### src/rtl/multi_timer.sv
// multi_timer: NCH independent interval timers sharing only the clock.
// Each channel counts from 0 up to its captured terminal count, emits a
// one-cycle PULSE on expiry, and latches a sticky PEND flag that software
// clears with CLR. Channels are one-shot or periodic, chosen at START.

module multi_timer_ch #(
  parameter int WIDTH = 21
) (
  input  logic             CLK,
  input  logic             RST_N,
  input  logic             start,
  input  logic             stop,
  input  logic             periodic,
  input  logic [WIDTH-1:0] tc,
  input  logic             clr,
  output logic             pulse,
  output logic             busy,
  output logic             pend
);

  typedef enum logic {IDLE, COUNT} state_t;

  state_t           state;
  logic [WIDTH-1:0] cnt;
  logic [WIDTH-1:0] tc_q;
  logic             per_q;
  logic             hit;

  // Terminal reached: only meaningful while counting.
  assign hit = (state == COUNT) && (cnt == tc_q);

  // Channel FSM; priority is reset > STOP > START/retrigger > terminal.
  always_ff @(posedge CLK) begin
    if (!RST_N) begin
      state <= IDLE;
      cnt   <= '0;
      tc_q  <= '0;
      per_q <= 1'b0;
      pulse <= 1'b0;
      busy  <= 1'b0;
    end else if (stop) begin
      state <= IDLE;
      cnt   <= '0;
      pulse <= 1'b0;
      busy  <= 1'b0;
    end else if (start) begin
      // Capture mode/limit only here so later input changes are ignored.
      state <= COUNT;
      cnt   <= '0;
      tc_q  <= tc;
      per_q <= periodic;
      pulse <= 1'b0;
      busy  <= 1'b1;
    end else if (hit) begin
      cnt   <= '0;
      pulse <= 1'b1;
      if (!per_q) begin
        state <= IDLE;
        busy  <= 1'b0;
      end
    end else begin
      pulse <= 1'b0;
      if (state == COUNT) cnt <= cnt + 1'b1;
    end
  end

  // Sticky expiry flag; a new expiry beats a coincident clear.
  always_ff @(posedge CLK) begin
    if (!RST_N)                         pend <= 1'b0;
    else if (hit && !stop && !start)    pend <= 1'b1;
    else if (clr)                       pend <= 1'b0;
  end

endmodule

module multi_timer #(
  parameter int NCH   = 4,
  parameter int WIDTH = 21
) (
  input  logic                 CLK,
  input  logic                 RST_N,
  input  logic [NCH-1:0]       START,
  input  logic [NCH-1:0]       STOP,
  input  logic [NCH-1:0]       PERIODIC,
  input  logic [NCH*WIDTH-1:0] TC,
  input  logic [NCH-1:0]       CLR,
  output logic [NCH-1:0]       PULSE,
  output logic [NCH-1:0]       BUSY,
  output logic [NCH-1:0]       PEND,
  output logic                 ANY_PEND
);

  genvar i;
  generate
    for (i = 0; i < NCH; i++) begin : g_ch
      multi_timer_ch #(.WIDTH(WIDTH)) u_ch (
        .CLK      (CLK),
        .RST_N    (RST_N),
        .start    (START[i]),
        .stop     (STOP[i]),
        .periodic (PERIODIC[i]),
        .tc       (TC[i*WIDTH +: WIDTH]),
        .clr      (CLR[i]),
        .pulse    (PULSE[i]),
        .busy     (BUSY[i]),
        .pend     (PEND[i])
      );
    end
  endgenerate

  assign ANY_PEND = |PEND;

endmodule

### config.mk
export PLATFORM = sky130hd
export DESIGN_NAME = multi_timer
export DESIGN_NICKNAME = d
export VERILOG_FILES = /design/src/rtl/multi_timer.sv
export SDC_FILE = /design/constraint.sdc
export NUM_CORES = 1
export LEC_CHECK = 0
export CORE_MARGIN = 2
export CORE_UTILIZATION = 45
export DETAILED_ROUTE_END_ITERATION = 10
export HOLD_SLACK_MARGIN = 0.08
export PLACE_DENSITY = 0.73
export SLEW_MARGIN = 5
export SYNTH_ARGS = -nofsm -noshare
export SYNTH_HDL_FRONTEND = slang
export SYNTH_HIERARCHICAL = 1
export SYNTH_SLANG_ARGS = --single-unit
export TNS_END_PERCENT = 20
### constraint.sdc
create_clock -name CLK -period 2.7 [get_ports CLK]
set_clock_uncertainty 0.1 [all_clocks]
set_input_delay 0.27 -clock CLK [delete_from_list [all_inputs] [get_ports CLK]]
set_output_delay 0.27 -clock CLK [all_outputs]
set_load 0.005 [all_outputs]
==> out/results.ini <==
[status]
outcome=complete, no violations

[cells_and_area]
final_cell_mix=nand2_1 (210), dfxtp_1 (184), xor2_1 (131), clkdlybuf4s50_1 (113), nor2_1 (95)
layout.nets=1174
layout-drive-gt1-share_pct=6.66
fin_cells=1310
fillCellCount=1654
insertedDiodeCount=0
final_common_cell=nand2_1
area_growth_pct=23.8

[worst_setup_path]
path_max_fanout=10
cp_num_buf_inv=1
cp.depth=6
regToRegEndpoint=g_ch[0].u_ch/cnt[13]
rr_worst_depth=6
critical_path.endpoint=g_ch[0].u_ch/cnt[13]
critPathTopFamily=simple AND/OR/NAND/NOR gates
cp-end-kind=flip-flop
crit_start=g_ch[0].u_ch/cnt[5]
start_kind=flip-flop
max_stage_delay_ns=0.50
r2r_slack_ns=0.43
worst_ep_required_time_ns=2.92
criticalPathCategory=reg -> reg
timing.rr.start=g_ch[0].u_ch/cnt[5]
crit_chain=xor2_1 > nor4_1 > nand4_1 > o311ai_4 > buf_4 > nor2_1
crit_slowest_cell=o311ai_4
crit_arrival_ns=2.50

[clocking]
clkLatencyLatePin_ns=0.43
cts_tree=built
post_cts_buffers=0
cts_resized=0
clockRootBuffer=clkbuf_16
cts_num_sinks=184
htree_num_levels=4
clock_path_buffers=2
numCtsBuffers=17
clk_pin_slew_worst_paths_ns=0.07
cts_hold_buf=0

[synth]
avgSynthCellArea_sq_um=8.74
yosysSeqAreaShare_pct=44.4
mappedNetlistArea_sq_um=8310
synth_largest_area_cell=dfxtp_1
synth_warnings=6
yosysTopAreaCellShare_pct=44.4
synth_area_leaders=dfxtp_1 (44%), xor2_1 (14%), nand2_1 (9.5%)
synth_nets=1056
ys_types=37
synthCells=950
synth-seq-cells=184

[placement]
io_buffer_count=114
gp_congestion=0.869
post-dp-hpwl_mm=13.3
dp_cells=1278

[power]
p_sw_uw=1400
p_leak_uw=0.00398
power_density_nw_per_um2=569
p_seq_share_pct=48.4
swShare_pct=23.9
internal-power_uw=4450
pwr-share-clk_pct=43.3
power_uw=5850
power_frac_comb_pct=8.3
worst_ir_drop_vdd_uv=427

[job]
maxCapViolCount=0

[floorplanning]
row_count=49
die-area_sq_um=19600
die_w_um=140
io_pins=115
start_util_pct=46.1
coreArea_sq_um=18000
die_y_um=140

[sta]
finalMaxSlewViolations=0
fin_tns_setup_ns=0
period_share_pct=84.1
fmax_ghz=0.440
setup_viol=0
worst_pin_slew_ns=0.681
rsz0062_at_grt=no
hold_violations=0
holdWs_ns=0.285
max-slew-margin-rel_pct=54.3
min_period_ns=2.27

[route]
vias=6562
wl_per_cell_um=14.1
viasPerCell=5.01
dr.pass1.iters=5
drc_errors=0
drt_iter0_drc=352
antenna_left=0
wirelength_mm=18.5

[global_route]
grt.total_usage_pct=19.3
antenna_found_initial=0
grt_pass1_vias=6231
overflow=0
grt_max_degree=57
grt_pass1_wl_mm=30.8

[hold_path]
min_path_type=in -> reg

[worst reg2reg max path: cells and delay by family, from the launching register on]
kind,cells,cell delay (ns)
AO/OA/AOI/OAI,1,0.51
XOR/XNOR,1,0.18
buffers and inverters,1,0.26
flip-flops,1,0.37
AND/OR/NAND/NOR,3,0.75
[cell type report]
class / count / area (sq um) / share of cell area [%]
sequential: 184 / 3680 / 35.8
tap: 229 / 287 / 2.79
timing repair buffer: 135 / 1290 / 12.6
multi-input combinational: 716 / 4370 / 42.5
clock buffer: 19 / 443 / 4.31
clock inverter: 13 / 155 / 1.51
inverter: 14 / 52.6 / 0.511
[kinds of logic after synthesis]
kind of cell	count (synthesis)	synth area share (%)
simple gates	432	24.0
compound gates	122	11.4
mux	1	0.121
flops	184	44.4
xor+xnor	157	16.6
fa+ha+maj	4	0.603
buf+inv	50	3.03
[Yosys cell counts]
library cell and number:
nand2_1 210, dfxtp_1 184, xor2_1 131, nor2_1 95
a21boi_0 91, nand4_1 37, xnor2_1 26, clkbuf_1 25
nand3_1 24, nor4_1 18, inv_1 14, and4_1 10
a21oi_1 9, buf_6 8, nor2b_1 8, and3_1 6
o21ai_0 5, a31o_2 4, ha_1 4, nand2b_1 4
nor3_1 4, nor4_2 4, and4_2 3, nand4_2 3
o211ai_1 3, o22ai_1 3, o311ai_4 3, o31ai_1 3
buf_2 2, nand3b_1 2, and3b_1 1, clkbuf_2 1
mux2i_1 1, nor2_2 1, nor3b_1 1, o31ai_2 1
or4_1 1
[metal layers]
metal / track usage, % / wire (um) / vias up / share of wire, %
met1: 27.0 / 9050 / 3010 / 49
met5: 0 / 0 / - / 0
met3: 4.75 / 639 / 17 / 3.5
met2: 29.8 / 8540 / 116 / 46
met4: 5.68 / 258 / 0 / 1.4
li1: - / - / 3419 / -
[worst min-delay path by stage]
stage / startpoint / endpoint / slack, ns / depth (start not counted)
4_1_cts: TC[71] / g_ch[3].u_ch/tc_q[8] / 0.27 / 3
2_1_floorplan: TC[17] / g_ch[0].u_ch/tc_q[17] / 0.31 / 2
6_report: TC[71] / g_ch[3].u_ch/tc_q[8] / 0.28 / 3
3_3_place_gp: g_ch[1].u_ch/per_q / g_ch[1].u_ch/per_q / 0.36 / 2
5_1_grt: TC[13] / g_ch[0].u_ch/tc_q[13] / 0.27 / 3
3_5_place_dp: g_ch[1].u_ch/per_q / g_ch[1].u_ch/per_q / 0.36 / 2
[power groups by stage]
stage / Sequential, uW / Clock [uW] / Combinational (uW)
after CTS: 2830 / 2580 / 489
after detailed placement: 2890 / 0 / 487
after floorplan: 2880 / 0 / 260
after global routing: 2840 / 2710 / 539
after global placement: 2890 / 0 / 482
final: 2830 / 2530 / 486
[registers in the layout, summed over array words and instances, names as in the netlist]
signal / cells
g_ch.u_ch/cnt: 84
g_ch.u_ch/pend: 4
g_ch.u_ch/per_q: 4
g_ch.u_ch/pulse: 4
g_ch.u_ch/state: 4
g_ch.u_ch/tc_q: 84
[per-stage QoR]
stage               setup slack, ns  cell area, sq um  util, %
global route                  0.256             10300     57.1
detailed placement            0.482              9690     53.7
floorplan                     0.797              8310        -
finish                        0.429             10300     57.1
CTS                           0.455             10300     57.1
global placement              0.506              9690     53.7
Note: power is estimated with default switching activity, not from simulation.
